[src/rtl/fwd_writeback_pipe.sv]
`default_nettype none
// ============================================================================
// Module   : fwd_writeback_pipe
// Purpose  : Destination/result pipeline MA -> WB -> WB2 that feeds the
//            operand-forwarding selector. It carries the rd / RegWEn tags and
//            the data for each stage, builds the EX ALU operands from the
//            hazard selects, detects load-use hazards (one-cycle bubble) and
//            drives the register-file write port from WB.
// Config   : `WB2_HOLD_EN  - when defined, WB2 stage registers exist and
//                            select 11 returns WB2 data. When undefined, WB2
//                            is absent (rd_wb2_o=0, regwen_wb2_o=0) and
//                            select 11 falls back to the register-file data.
// Ports    : clk, reset_n (sync, active-low)
//            hold_i, flush_i                 - freeze / kill entry to MA
//            ex_rd_i, ex_regwen_i, ex_is_load_i, ex_result_i - EX instruction
//            rs1_ex_i, rs2_ex_i, rs1_use_i, rs2_use_i      - EX sources
//            rs1_rf_i, rs2_rf_i              - register-file read data
//            load_data_i                     - memory read data for MA load
//            hazard_sel_a_i, hazard_sel_b_i  - 00 rf, 01 MA, 10 WB, 11 WB2
//            rd_*_o, regwen_*_o              - per-stage tags
//            alu_in_a_o, alu_in_b_o          - forwarded operands
//            wb_data_o                       - register-file write data
//            load_use_stall_o                - hold PC/IF/ID/EX this cycle
// Revision : 1.0 - initial release
// ============================================================================
module fwd_writeback_pipe #(
  parameter int XLEN   = 32,
  parameter int REG_AW = 5
) (
  input  logic              clk,
  input  logic              reset_n,
  input  logic              hold_i,
  input  logic              flush_i,
  input  logic [REG_AW-1:0] ex_rd_i,
  input  logic              ex_regwen_i,
  input  logic              ex_is_load_i,
  input  logic [XLEN-1:0]   ex_result_i,
  input  logic [REG_AW-1:0] rs1_ex_i,
  input  logic [REG_AW-1:0] rs2_ex_i,
  input  logic              rs1_use_i,
  input  logic              rs2_use_i,
  input  logic [XLEN-1:0]   rs1_rf_i,
  input  logic [XLEN-1:0]   rs2_rf_i,
  input  logic [XLEN-1:0]   load_data_i,
  input  logic [1:0]        hazard_sel_a_i,
  input  logic [1:0]        hazard_sel_b_i,
  output logic [REG_AW-1:0] rd_ma_o,
  output logic [REG_AW-1:0] rd_wb_o,
  output logic [REG_AW-1:0] rd_wb2_o,
  output logic              regwen_ma_o,
  output logic              regwen_wb_o,
  output logic              regwen_wb2_o,
  output logic [XLEN-1:0]   alu_in_a_o,
  output logic [XLEN-1:0]   alu_in_b_o,
  output logic [XLEN-1:0]   wb_data_o,
  output logic              load_use_stall_o
);

  localparam logic [1:0] SEL_RF   = 2'b00;
  localparam logic [1:0] SEL_MA   = 2'b01;
  localparam logic [1:0] SEL_WB   = 2'b10;
  localparam logic [1:0] SEL_WB2  = 2'b11;

  // MA stage
  logic [REG_AW-1:0] rd_ma_q,     rd_ma_d;
  logic              regwen_ma_q, regwen_ma_d;
  logic              is_load_ma_q, is_load_ma_d;
  logic [XLEN-1:0]   alu_ma_q,    alu_ma_d;
  // WB stage
  logic [REG_AW-1:0] rd_wb_q,     rd_wb_d;
  logic              regwen_wb_q, regwen_wb_d;
  logic [XLEN-1:0]   wb_data_q,   wb_data_d;

  // Operand returned by select 11 (WB2 data or register-file fallback)
  logic [XLEN-1:0]   w_sel11_a;
  logic [XLEN-1:0]   w_sel11_b;

  logic w_hit_rs1;
  logic w_hit_rs2;

  // Load-use hazard: the load result is only available after MA, so an EX
  // consumer of the load's rd must wait one cycle. rd==0 never has regwen set,
  // so x0 can never trigger a stall. Forced low while reset is asserted.
  assign w_hit_rs1        = rs1_use_i & (rd_ma_q == rs1_ex_i);
  assign w_hit_rs2        = rs2_use_i & (rd_ma_q == rs2_ex_i);
  assign load_use_stall_o = reset_n & regwen_ma_q & is_load_ma_q & (w_hit_rs1 | w_hit_rs2);

  // Next-state for MA and WB
  always_comb begin
    rd_ma_d      = rd_ma_q;
    regwen_ma_d  = regwen_ma_q;
    is_load_ma_d = is_load_ma_q;
    alu_ma_d     = alu_ma_q;
    rd_wb_d      = rd_wb_q;
    regwen_wb_d  = regwen_wb_q;
    wb_data_d    = wb_data_q;

    if (!hold_i) begin
      if (load_use_stall_o || flush_i) begin
        rd_ma_d      = '0;
        regwen_ma_d  = 1'b0;
        is_load_ma_d = 1'b0;
        alu_ma_d     = '0;
      end else begin
        rd_ma_d      = ex_rd_i;
        regwen_ma_d  = ex_regwen_i & (ex_rd_i != '0);
        is_load_ma_d = ex_is_load_i;
        alu_ma_d     = ex_result_i;
      end
      // WB always advances, even while MA takes a bubble
      rd_wb_d     = rd_ma_q;
      regwen_wb_d = regwen_ma_q;
      wb_data_d   = is_load_ma_q ? load_data_i : alu_ma_q;
    end
  end

  always_ff @(posedge clk) begin
    if (!reset_n) begin
      rd_ma_q      <= '0;
      regwen_ma_q  <= 1'b0;
      is_load_ma_q <= 1'b0;
      alu_ma_q     <= '0;
      rd_wb_q      <= '0;
      regwen_wb_q  <= 1'b0;
      wb_data_q    <= '0;
    end else begin
      rd_ma_q      <= rd_ma_d;
      regwen_ma_q  <= regwen_ma_d;
      is_load_ma_q <= is_load_ma_d;
      alu_ma_q     <= alu_ma_d;
      rd_wb_q      <= rd_wb_d;
      regwen_wb_q  <= regwen_wb_d;
      wb_data_q    <= wb_data_d;
    end
  end

`ifdef WB2_HOLD_EN
  // WB2 keeps the value just written to the register file for one more cycle,
  // covering a register file that cannot bypass a same-cycle write to a read.
  logic [REG_AW-1:0] rd_wb2_q,     rd_wb2_d;
  logic              regwen_wb2_q, regwen_wb2_d;
  logic [XLEN-1:0]   wb2_data_q,   wb2_data_d;

  always_comb begin
    rd_wb2_d     = rd_wb2_q;
    regwen_wb2_d = regwen_wb2_q;
    wb2_data_d   = wb2_data_q;
    if (!hold_i) begin
      rd_wb2_d     = rd_wb_q;
      regwen_wb2_d = regwen_wb_q;
      wb2_data_d   = wb_data_q;
    end
  end

  always_ff @(posedge clk) begin
    if (!reset_n) begin
      rd_wb2_q     <= '0;
      regwen_wb2_q <= 1'b0;
      wb2_data_q   <= '0;
    end else begin
      rd_wb2_q     <= rd_wb2_d;
      regwen_wb2_q <= regwen_wb2_d;
      wb2_data_q   <= wb2_data_d;
    end
  end

  assign rd_wb2_o     = rd_wb2_q;
  assign regwen_wb2_o = regwen_wb2_q;
  assign w_sel11_a    = wb2_data_q;
  assign w_sel11_b    = wb2_data_q;
`else
  assign rd_wb2_o     = '0;
  assign regwen_wb2_o = 1'b0;
  assign w_sel11_a    = rs1_rf_i;
  assign w_sel11_b    = rs2_rf_i;
`endif

  // Forwarding muxes, zero latency
  always_comb begin
    alu_in_a_o = rs1_rf_i;
    case (hazard_sel_a_i)
      SEL_RF:  alu_in_a_o = rs1_rf_i;
      SEL_MA:  alu_in_a_o = alu_ma_q;
      SEL_WB:  alu_in_a_o = wb_data_q;
      SEL_WB2: alu_in_a_o = w_sel11_a;
      default: alu_in_a_o = rs1_rf_i;
    endcase
  end

  always_comb begin
    alu_in_b_o = rs2_rf_i;
    case (hazard_sel_b_i)
      SEL_RF:  alu_in_b_o = rs2_rf_i;
      SEL_MA:  alu_in_b_o = alu_ma_q;
      SEL_WB:  alu_in_b_o = wb_data_q;
      SEL_WB2: alu_in_b_o = w_sel11_b;
      default: alu_in_b_o = rs2_rf_i;
    endcase
  end

  assign rd_ma_o     = rd_ma_q;
  assign regwen_ma_o = regwen_ma_q;
  assign rd_wb_o     = rd_wb_q;
  assign regwen_wb_o = regwen_wb_q;
  assign wb_data_o   = wb_data_q;

endmodule
`default_nettype wire
[config.mk]
export PLATFORM = sky130hd
export DESIGN_NAME = fwd_writeback_pipe
export DESIGN_NICKNAME = d
export VERILOG_FILES = /design/src/rtl/fwd_writeback_pipe.sv
export SDC_FILE = /design/constraint.sdc
export NUM_CORES = 1
export LEC_CHECK = 0
export CAP_MARGIN = 40
export CORE_MARGIN = 2
export CORE_UTILIZATION = 34
export CTS_CLUSTER_SIZE = 40
export DETAILED_ROUTE_END_ITERATION = 8
export HOLD_SLACK_MARGIN = 0.12
export PLACE_DENSITY_LB_ADDON = 0.2
export SLEW_MARGIN = 10
export SYNTH_ARGS = -nofsm -noshare
export SYNTH_HDL_FRONTEND = slang
export SYNTH_SLANG_ARGS = --single-unit
[constraint.sdc]
create_clock -name clk -period 1.91 [get_ports clk]
set_clock_uncertainty 0.15 [all_clocks]
set_input_delay 0.191 -clock clk [delete_from_list [all_inputs] [get_ports clk]]
set_output_delay 0.191 -clock clk [all_outputs]
set_load 0.01 [all_outputs]
After elaboration in Yosys (flattened, before gate mapping) --
Index checks and enable logic that the tools add are counted. W data, S select, Z words.
Cells by class: equality and inequality tests 8, mux-type cells 7, bitwise gates (word level) 7, reduce and logical (&&, ||, !) cells 6
Operators with widths (count):
- $pmux W32 S3 | 2
- $mux W32 | 2
- $eq A5 B5 Y1 | 2
- $eq A2 B2 Y1 const B | 4
- $and A1 B1 Y1 | 6
- $mux W5 | 1
- $reduce_bool A5 Y1 | 1
- $eq A2 B1 Y1 const B | 2
- $logic_not A2 Y1 | 2
- $reduce_or A2 Y1 | 2
- $mux W1 | 2
- $logic_or A1 B1 Y1 | 1
- $or A1 B1 Y1 | 1
Word-level totals: flip-flop bits (word level) 77, input bits 155

Longest topological paths before layout --
Gate-level depths: netlist of the first run.
word-level depth 6, depth in mapped cells 7, gate-level depth less buffers 5

Worst setup path before layout of the first run --
OpenSTA, ideal clock, no wires.
kind register to register, start point reg rd_ma_q[1], in the netlist rd_ma_o[1], end point reg rd_ma_q[3], in the netlist rd_ma_o[3], arrival 1.722 ns, data required time 1.643 ns, slack -0.079 ns, cell stages (with the launch flop) 8, clock period less this slack 1.989 ns, path through dfxtp_1 > xnor2_1 > nand4_1 > or4_1 > and3_4 > buf_6 > buf_6 > a22o_1
On the way: longest elaborated chain between the ends 6, elaborated cells on any way between the ends 8
RTL lines:
- from (decl) | RTL line 65 | logic [REG_AW-1:0] rd_ma_q, rd_ma_d;
- from (signal assigned) | RTL line 127 | rd_ma_q <= rd_ma_d;
- $eq A5 B5 Y1 (on tied branches) | RTL line 84, 85
- $and A1 B1 Y1 (on tied branches) | RTL line 84, 85
- $or A1 B1 Y1 (*) | RTL line 86 | assign load_use_stall_o = reset_n & regwen_ma_q & is_load_ma_q & (w_hit_rs1 | w_hit_rs2);
- $and A1 B1 Y1 (*) | RTL line 86
- $logic_or A1 B1 Y1 (*) | RTL line 99 | if (load_use_stall_o || flush_i) begin
- $mux W5 (*) | RTL line 99
Every way passes the cells marked *; elsewhere a longest branch is shown, timed or not. A chain may end at the register's enable or synchronous reset.

Worst setup path in the final report of the first run --
start point reg rd_ma_q[4], in the netlist rd_ma_o[4], end point reg alu_ma_q[3]
On the way: longest elaborated chain between the ends 6, elaborated cells on any way between the ends 8
RTL lines:
- $eq A5 B5 Y1 (on tied branches) | RTL line 84, 85
- $and A1 B1 Y1 (on tied branches) | RTL line 84, 85
- $or A1 B1 Y1 (*) | RTL line 86
- $and A1 B1 Y1 (*) | RTL line 86
- $logic_or A1 B1 Y1 (*) | RTL line 99
- $mux W32 (*) | RTL line 99
- to (signal assigned) | RTL line 130 | alu_ma_q <= alu_ma_d;
- to (decl) | RTL line 68 | logic [XLEN-1:0] alu_ma_q, alu_ma_d;
Marked as above.

==> results of run 1 <==
==> cells in the final DEF, fill, tap and decap left out, drive strengths merged <==
cell type,netlist,final
clkdlybuf4s50,0,192
nand2,98,98
o21ai,96,96
dfxtp,77,77
a22oi,64,64
buf,10,51
a22o,38,38
mux2i,38,38
and2,33,33
dlygate4sd2,0,29
clkdlybuf4s15,0,23
clkbuf,46,14
nor2b,6,6
conb,1,6
xnor2,6,6
clkinv,0,5
xor2,4,4
inv,4,4
ha,4,4
nand4,2,2
or4,2,2
nand3,1,1
nor3b,1,1
and3,1,1
nor2,1,1
nor3,1,1
a32o,1,1
bufinv,0,1
clkinvlp,0,1
bufbuf,0,1
dlymetal6s2s,0,1
dlygate4sd1,0,1
==> where the power goes <==
group          internal [mW]  switching, mW  total, mW
registers               1.66         0.0679       1.73
logic                  0.738          0.520       1.26
clock network           1.00          0.682       1.69
==> cells by family after synthesis <==
| kind of cell | after synthesis | share of synthesized area [%] |
|---|---|---|
| XOR/XNOR | 10 | 2.034 |
| other | 1 | 0.08710 |
| AND/OR/NAND/NOR | 146 | 15.61 |
| multiplexers | 38 | 8.835 |
| flip-flops | 77 | 35.80 |
| adder cells (fa/ha/maj) | 4 | 1.162 |
| buffers and inverters | 60 | 6.190 |
| AO/OA/AOI/OAI | 199 | 30.28 |
==> area by class of cell <==
class                           instances  share of cell area (%)
Sequential cell                        77                   20.03
Multi-Input combinational cell        403                   33.71
Inverter                                4                  0.1935
Timing Repair Buffer                  303                   39.54
Tap cell                              172                   2.773
Clock buffer                            9                   2.902
Clock inverter                          7                  0.8546
==> metrics by stage <==
stage               power, mW  cell area [um2]
global placement        3.018             7392
detailed placement      3.042             7392
global route            4.877             7760
CTS                     4.711             7755
floorplan               2.213             4340
finish                  4.673             7760
==> synthesized netlist by cell type, drive strengths merged <==
library cell,instances
clkbuf,46
ha,4
nor3b,1
a22oi,64
nor2b,6
and2,33
xor2,4
nand4,2
buf,10
or4,2
xnor2,6
inv,4
and3,1
nor3,1
a32o,1
nand3,1
nor2,1
o21ai,96
a22o,38
dfxtp,77
conb,1
nand2,98
mux2i,38
==> worst min-delay path by stage <==
stage,slack [ns],cells past startpoint,endpoint,from
CTS,0.23,4,rd_wb_o[2]$_SDFFE_PN0N_,hold_i
global placement,0.35,2,rd_wb_o[3]$_SDFFE_PN0N_,rd_wb_o[3]$_SDFFE_PN0N_
finish,0.25,4,regwen_wb_o$_SDFFE_PN0N_,hold_i
detailed placement,0.36,2,regwen_wb_o$_SDFFE_PN0N_,regwen_wb_o$_SDFFE_PN0N_
global route,0.30,2,alu_ma_q[30]$_SDFFE_PN0N_,ex_result_i[30]
floorplan,0.17,1,rd_ma_o[3]$_SDFFE_PN0N_,ex_rd_i[3]
==> sequential cells by signal, summed over array words and instances (netlist names) <==
| signal | cells |
|---|---|
| is_load_ma_q | 1 |
| regwen_wb_o | 1 |
| rd_ma_o | 5 |
| alu_ma_q | 32 |
| regwen_ma_o | 1 |
| rd_wb_o | 5 |
| wb_data_o | 32 |
==> critical path: stages (launching register included) <==
cell     delay, ns
dfxtp_4       0.41
xnor2_4       0.13
nand4_1       0.10
or4_4         0.44
buf_6         0.13
and3_4        0.16
buf_12        0.16
a22o_1        0.23
==> routing by layer <==
metal / up-vias / share of wire, %
met5: - / 0
met4: 0 / 1.4
met3: 19 / 7.8
met2: 248 / 49
met1: 2373 / 41
li1: 2439 / -
==> what timing repair did <==
action	4_1_cts	5_1_grt
pin swaps	4	9
resized for setup	159	38
endpoints found under the setup margin	104	71
endpoints found under the hold margin	0	0
setup buffers	1	2
cloned	1	0
==> summary.md, run 1 <==
| Metric | Value |
|---|---|
| Die area | 0.01358 mm2 |
| Worst hold path type | in2reg |
| M2 GR Usage | 44.77% |
| Synthesized area per cell | 8.047 um2 |
| Number of max-cap violations | 0 |
| Fmax achieved | 492.9 MHz |
| Clk buf depth | 2 |
| Final WS setup | -0.1189 ns |
| Top post-synthesis cells by area | dfxtp_1 (36%), o21ai_0 (11%), a22oi_1 (11%) |
| R2r startpoint | rd_ma_o[4]$_SDFFE_PN0N_ |
| Initial antenna violation count | 0 |
| Reg-to-reg endpoint | alu_ma_q[3]$_SDFFE_PN0N_ |
| Detail-routed net length per standard cell | 17.94 um |
| Root buffer cell | clkbuf_16 |
| Clock Pin Slew Worst Setup and Hold Paths | roughly 0.06 ns |
| Synth Register Bits | 77 |
| CP Data Required Time | between 1.5 and 2 ns |
| Setup CP Type | reg2reg |
| Count of nets after finishing | 957 |
| Via count | 5,079 |
| Fillcell total | 1,111 |
| Setup TNS | -3.770 ns |
| Largest net degree at the start of global routing | 41 |
| Met1 global-route usage | 30.63% |
| Tot GR Track Use | 25.30% |
| First DRT Iteration DRCs | 313 |
| Final setup fails | 40 |
| Post-route DRC | 0 |
| Post-DP HPWL | roughly 13,000 um |
| Number of diodes | 0 |
| GR Util met3 | 5.708% |
| Global-route wire length before repair | 26,590 um |
| CTS tree | yes |
| RSZ-0062 raised after global routing | true |
| Leak pwr | roughly 3 nW |
| Clk Latency, worst-skew pair | 0.34 ns |
| Synth cell types | 25 |
| Max Slew Vio Count | 0 |
| Core Rows | 41 |
| Crit path capture | alu_ma_q[3]$_SDFFE_PN0N_ |
| Critical Path End Type | flop |
| Vias per cell | 5.209 |
| Fin Hold WS | between 0.2 and 0.3 ns |
| Non-filler cells, final | 975 |
| Layout cell share with drive strength beyond 1 | 13.33% |
| Placed Cells | 955 |
| GP Congestion | 0.8495 |
| PortBufs | between 200 and 300 |
| Footprint of the multi-input gates | 0.002616 mm2 |
| Utilization after layout | 62.25% |
| Peak supply drop | 0.0003271 V |
| Worst setup startpoint | rd_ma_o[4]$_SDFFE_PN0N_ |
| Reg area | 0.001554 mm2 |
| Status | finished, violations left |
| Seq/Total Area, Yosys | 35.80% |
| Slew headroom | 59.35% |
| Critical Path Start Type | flop |
| Min Tclk post-route | between 2 and 2.5 ns |
| R2r setup slk | -0.12 ns |
| Initial Util | around 35% |
| Grt total ovfl | 0 |
| Core Region | 0.01247 mm2 |
| Synth warnings | 0 |
| Final hold vios | 0 |
| Syn Inst Count | 535 |
| Die span in x | roughly 120 um |
| CTS Buf Count | 9 |
| Violated checks | negative setup slack |
| TritonRoute pass-1 iters | 5 |
| Yosys top cell area share | 35.80% |
| Vias in the first global route | 5,045 |
| Hold buffers post-CTS | 0 |
| Setup WS pre-CTS | -0.6602 ns |
| Routed WL | 17,490 um |
| Htree depth | 3 |
| Post-Synthesis Cell Area | 0.004305 mm2 |
| Fin crit share | 106.2% |
| Most Crowded Layer GR | met2 |
| Antenna viol nets, final | 0 |
| Clock sinks | 77 |
| # IOs | 270 |
| Die H | 116.5 um |
| Crit path max fanout | 19 |
| Area added between synthesis and finish | 80.24% |
| Critical path arrival | 2.10 ns |
| FF-to-FF path depth | 7 |
| Post-synth top area cell | dfxtp_1 |
| Pwr/cell area | about 600 mW/mm2 |
| Worst-margin pin slew | 0.6098 ns |
Note: power is estimated with default switching activity, not from simulation.
==> run 2: changes to the inputs <==
--- a/config.mk
+++ b/config.mk
@@ -12,6 +12,7 @@
 export DETAILED_ROUTE_END_ITERATION = 8
 export HOLD_SLACK_MARGIN = 0.12
 export PLACE_DENSITY_LB_ADDON = 0.2
+export SKIP_CTS_REPAIR_TIMING = 1
 export SLEW_MARGIN = 10
 export SYNTH_ARGS = -nofsm -noshare
 export SYNTH_HDL_FRONTEND = slang
==> run 2 against run 1 <==
The run still ends with negative setup slack left; fmax increased by 3.2%; count of clock-buffer cells in the layout stayed put; cell area is 1.0% lower; final cell count shrank 0.10%; global-route usage shrank 0.34 points; register-to-register slack better by 0.07 ns; sequential power about the same; die area is the same; highest routed layer unchanged; largest power group unchanged; routed wire length is 2.6% higher; sequential share of layout area increased by 0.17 points.
==> summary.md, run 2 (synthesis results as in run 1) <==
| Metric | Value |
|---|---|
| Status | finished, violations left |
| Violated checks | negative setup slack |
| Area added between synthesis and finish | 78.41% |
| Global-route wire length before repair | 26,280 um |
| Tot GR Track Use | 24.96% |
| Via count | 5,077 |
| Utilization after layout | roughly 60% |
| Slew headroom | 60.01% |
| Critical Path Max Stage Delay | 0.44 ns |
| Worst path bufs/invs | 1 |
| Post-route DRC | 0 |
| Pwr/cell area | slightly above 600 mW/mm2 |
| Fmax achieved | 508.6 MHz |
| Number of diodes | 0 |
| Die H | ~120 um |
| Number of max-cap violations | 0 |
| Crit path capture | load_use_stall_o |
| Clk Latency, worst-skew pair | 0.34 ns |
| Fin Hold WS | between 0.2 and 0.25 ns |
| Initial Util | about a third |
| First DRT Iteration DRCs | 349 |
| CTS Buf Count | 9 |
| Fin area | 0.007681 mm2 |
| Most frequent cells in the layout | clkdlybuf4s50_1 (192), nand2_1 (97), dfxtp_1 (71) |
| Clock Power Share | between 30% and 40% |
| Final hold vios | 0 |
| Setup CP Type | reg2out |
| Htree depth | 3 |
| Clock Pin Slew Worst Setup and Hold Paths | 0.06 ns |
| Critical Path End Type | output port |
| Critical-path top delay cell | or4_4 |
| Max Slew Vio Count | 0 |
| Worst setup startpoint | rd_ma_o[2]$_SDFFE_PN0N_ |
| Crit path depth | 5 |
| FF-to-FF path depth | 6 |
| Min Tclk post-route | around 2.0 ns |
| Layout cell share with drive strength beyond 1 | between 15 and 20% |
| Fin crit share | 102.9% |
| Setup WS pre-CTS | -0.6602 ns |
| Vias in the first global route | 5,012 |
| Placed Area | between 0.007 and 0.008 mm2 |
| Commonest non-fill, non-tap cell in the layout | clkdlybuf4s50_1 |
| Vias per cell | 5.213 |
| Critical Path Start Type | flop |
| Grt total ovfl | 0 |
| Worst-margin pin slew | 0.5998 ns |
| Leak pwr | between 3 and 4 nW |
| Fillcell total | 1,109 |
| Combinational Power Share | 26.9% |
| Clk buf depth | 2 |
| Detail-routed net length per standard cell | 18.43 um |
| Die area | 0.01358 mm2 |
| TritonRoute pass-1 iters | 5 |
| # IOs | 270 |
| RSZ-0062 raised after global routing | true |
| R2r setup slk | -0.05 ns |
| Crit path max fanout | 4 |
| Count of nets after finishing | 956 |
| PortBufs | between 200 and 300 |
| Reg-to-reg endpoint | alu_ma_q[0]$_SDFFE_PN0N_ |
| CP Data Required Time | 1.57 ns |
| Root buffer cell | clkbuf_16 |
| CP top delay family | simple AND/OR/NAND/NOR gates |
| Net Switching | 1.285 mW |
| Largest net degree at the start of global routing | 41 |
| R2r startpoint | rd_ma_o[2]$_SDFFE_PN0N_ |
| Sw Ratio | between 20% and 30% |
| Core Region | between 0.01 and 0.015 mm2 |
| Final WS setup | -0.05623 ns |
| Post-DP HPWL | 12,810 um |
| Critical path arrival | 1.63 ns |
| Power Internal | between 3 and 4 mW |
| GP Congestion | between 0.8 and 0.9 |
| Worst-path cell chain | xnor2_1 > nand4_1 > or4_4 > nand2_2 > buf_6 |
| Routed WL | 17,950 um |
| Initial antenna violation count | 0 |
| Die span in x | 116.5 um |
| Peak supply drop | 0.0003243 V |
| Sequential Power Share | 37.0% |
| Worst hold path type | in2reg |
| Clock sinks | 77 |
| CTS tree | yes |
| Antenna viol nets, final | 0 |
| Core Rows | 41 |
| Final setup fails | 35 |
[run 2: cell types whose count changed in the layout (fill, tap and decap cells not counted), sizes merged]
cell / change
dlygate4sd2: -29
clkbuf: +28
clkdlybuf4s15: -23
dlymetal6s2s: +22
buf: +3
bufbuf: -1
dlygate4sd1: -1
[run 2: how the worst min path moves through the flow]
stage                     cells after the start                        end  slack [ns]                     start
after floorplan                               1    rd_ma_o[3]$_SDFFE_PN0N_        0.17                ex_rd_i[3]
after global placement                        2    rd_wb_o[3]$_SDFFE_PN0N_        0.35   rd_wb_o[3]$_SDFFE_PN0N_
after detailed placement                      2   regwen_wb_o$_SDFFE_PN0N_        0.36  regwen_wb_o$_SDFFE_PN0N_
after CTS                                     4    rd_wb_o[2]$_SDFFE_PN0N_        0.23                    hold_i
after global routing                          2  alu_ma_q[30]$_SDFFE_PN0N_        0.30           ex_result_i[30]
final                                         4    rd_wb_o[2]$_SDFFE_PN0N_        0.24                    hold_i
[run 2: per-layer routing]
metal  track usage (%)  wire length, um  up-vias
li1                  -                -     2443
met1             30.10             7508     2375
met2             44.30             8854      240
met3             5.605             1321       19
met4             7.686              268        0
met5                 0                0        -
[run 2: area by class of cell]
cell class | count | area [um2] | share of cell area, %
tap | 172 | 215.2 | 2.802
timing repair buffer | 302 | 2987 | 38.88
clock inverter | 7 | 66.31 | 0.8633
sequential | 77 | 1551 | 20.20
inverter | 4 | 15.01 | 0.1955
multi-input combinational | 403 | 2621 | 34.13
clock buffer | 9 | 225.2 | 2.932
[run 2: tightest hold or removal path, stage by stage]
cell,delay [ns]
buf_2,0.12
buf_4,0.19
mux2i_1,0.09
nor2b_1,0.09
[run 2: per-stage QoR]
| step | TNS, ns | total power, mW | instances |
|---|---|---|---|
| 3_5_place_dp | -48.11 | 3.042 | 955 |
| 4_1_cts | -38.97 | 4.737 | 971 |
| 5_1_grt | -2.811 | 4.882 | 974 |
| 2_1_floorplan | -0.2000 | 2.213 | 540 |
| 3_3_place_gp | -47.03 | 3.018 | 955 |
| 6_report | -1.264 | 4.677 | 974 |
[run 2: power by group through the flow]
stage	registers, mW	clock network [mW]	logic [mW]
2_1_floorplan	1.76	0	0.457
3_3_place_gp	1.76	0	1.26
3_5_place_dp	1.76	0	1.28
4_1_cts	1.73	1.72	1.28
5_1_grt	1.74	1.80	1.35
6_report	1.73	1.69	1.26
==> run 3: changes to the inputs <==
--- a/config.mk
+++ b/config.mk
@@ -10,6 +10,7 @@
 export CORE_UTILIZATION = 34
 export CTS_CLUSTER_SIZE = 40
 export DETAILED_ROUTE_END_ITERATION = 8
+export GPL_ROUTABILITY_DRIVEN = 0
 export HOLD_SLACK_MARGIN = 0.12
 export PLACE_DENSITY_LB_ADDON = 0.2
 export SKIP_CTS_REPAIR_TIMING = 1
==> constraint.sdc (replaced) <==
create_clock -name clk -period 1.58 [get_ports clk]
set_clock_uncertainty 0.15 [all_clocks]
set_input_delay 0.158 -clock clk [delete_from_list [all_inputs] [get_ports clk]]
set_output_delay 0.158 -clock clk [all_outputs]
set_load 0.01 [all_outputs]
==> run 3 against run 2 <==
The run still ends with negative setup slack left; hold slack improved by 0.032 ns; register-to-register slack lost 0.43 ns; die area stayed put; largest power group unchanged; cell area is 2.0% higher; total power increased by 20%; first-iteration DRC count increased by 11%; global-route usage about the same.
==> summary.md, run 3 (synthesis results as in run 1) <==
| Metric | Value |
|---|---|
| Status | finished, violations left |
| Violated checks | negative setup slack |
| Largest net degree at the start of global routing | 72 |
| Commonest non-fill, non-tap cell in the layout | clkdlybuf4s50_1 |
| Die H | 116.5 um |
| Area added between synthesis and finish | 82.01% |
| Clock Pin Slew Worst Setup and Hold Paths | 0.06 ns |
| Initial Util | 34.54% |
| Fmax achieved | just under 500 MHz |
| Die area | 0.01358 mm2 |
| CP Data Required Time | about 1.7 ns |
| Leak pwr | 3.884 nW |
| Fin area | approximately 0.008 mm2 |
| Clock sinks | between 70 and 80 |
| Setup TNS | -18.53 ns |
| Setup CP Type | reg2reg |
| Vias in the first global route | 4,965 |
| Critical Path Start Type | flop |
| Layout cell share with drive strength beyond 1 | roughly a fifth |
| Number of max-cap violations | 0 |
| Worst Hold Launch | ex_is_load_i |
| Routed WL | 18,780 um |
| Reg-to-reg endpoint | alu_ma_q[12]$_SDFFE_PN0N_ |
| Max Slew Vio Count | 0 |
| Worst hold path type | in2reg |
| Final setup fails | 40 |
| # IOs | 270 |
| Slew headroom | 64.83% |
| Placed Area | about 0.0074 mm2 |
| Clk buf depth | 2 |
| Peak supply drop | 0.0005512 V |
| Critical path arrival | 2.13 ns |
| First DRT Iteration DRCs | a little under 400 |
| Min Tclk post-route | 2.060 ns |
| Critical-path top delay cell | or4_4 |
| Critical Path Max Stage Delay | 0.46 ns |
| TritonRoute pass-1 iters | 5 |
| CTS Buf Count | 9 |
| Worst-margin pin slew | 0.5275 ns |
| Critical Path End Type | flop |
| Post-DP HPWL | 12,790 um |
| Tot GR Track Use | 24.91% |
| FF-to-FF path depth | 5 |
| Core Region | 0.01247 mm2 |
| Clk Latency, worst-skew pair | 0.34 ns |
| CTS tree | yes |
| Die span in x | 116.5 um |
| Final hold vios | 0 |
| Initial antenna violation count | 0 |
| Worst-path cell chain | xnor2_2 > nand4_1 > or4_4 > and3_4 > a22o_1 |
| Final WS setup | -0.4804 ns |
| Antenna viol nets, final | 0 |
| Number of diodes | 0 |
| Grt total ovfl | 0 |
| Detail-routed net length per standard cell | 19.01 um |
| Pwr/cell area | 713.8 mW/mm2 |
| Vias per cell | 5.272 |
| Hold Path Stages | 2 |
| R2r setup slk | -0.48 ns |
| Via count | 5,209 |
| Setup WS pre-CTS | -0.8749 ns |
| Fin crit share | 130.4% |
| Post-route DRC | 0 |
| Crit path max fanout | 39 |
| Most frequent cells in the layout | clkdlybuf4s50_1 (154), nand2_1 (98), dfxtp_1 (60) |
| Global-route wire length before repair | 25,990 um |
| PortBufs | 263 |
| Htree depth | 3 |
| Root buffer cell | clkbuf_16 |
| Count of nets after finishing | 973 |
| RSZ-0062 raised after global routing | true |
| R2r startpoint | rd_ma_o[1]$_SDFFE_PN0N_ |
| Min-Delay Endpoint | is_load_ma_q$_SDFFE_PN0N_ |
| Core Rows | 41 |
[run 3: per-layer routing]
metal | wire [um] | share of wire [%] | GRT usage [%]
met5 | 0 | 0 | 0
met4 | 238 | 1.3 | 5.882
met3 | 1531 | 8.2 | 7.317
met2 | 9487 | 51 | 44.03
met1 | 7519 | 40 | 29.86
[run 3: worst max path at each step]
stage,to,slack [ns],startpoint
floorplan,rd_ma_o[3]$_SDFFE_PN0N_,-0.35,is_load_ma_q$_SDFFE_PN0N_
global placement,alu_in_b_o[12],-0.91,hazard_sel_b_i[0]
detailed placement,alu_in_b_o[2],-0.87,hazard_sel_b_i[0]
CTS,alu_in_b_o[2],-0.90,hazard_sel_b_i[0]
global route,regwen_ma_o$_SDFFE_PN0N_,-0.51,rd_ma_o[4]$_SDFFE_PN0N_
finish,alu_ma_q[12]$_SDFFE_PN0N_,-0.48,rd_ma_o[1]$_SDFFE_PN0N_
[run 3: layout make-up]
| type | instances | area, um2 |
|---|---|---|
| Fill cell | 1091 | 4629 |
| Tap cell | 172 | 215.2 |
| Clock buffer | 10 | 229.0 |
| Multi-Input combinational cell | 403 | 2633 |
| Inverter | 4 | 15.01 |
| Sequential cell | 77 | 1570 |
| Clock inverter | 3 | 40.04 |
| Timing Repair Buffer | 319 | 3134 |
[run 3: report_power, final]
group          total (mW)  internal, mW  switching, mW
Sequential           2.09          2.01         0.0775
Clock                1.95          1.19          0.759
Combinational        1.56         0.890          0.667
Total                5.59          4.09           1.50
[run 3: metrics by stage]
stage	hold slack, ns	total power, mW	utilization, %	cells
CTS	0.2540	5.607	61.56	983
global placement	0.3483	3.633	59.40	970
floorplan	0.1406	2.677	-	540
global route	0.2647	5.828	62.86	988
detailed placement	0.3626	3.651	59.40	970
finish	0.2713	5.593	62.86	988
[run 3: critical path: cells and delay by family, from the launching register on]
kind	cells	cell delay, ns
and+or+nand+nor	3	0.95
DFF	1	0.37
AOI/OAI and AO/OA	1	0.30
xor gates and xnor gates	1	0.17
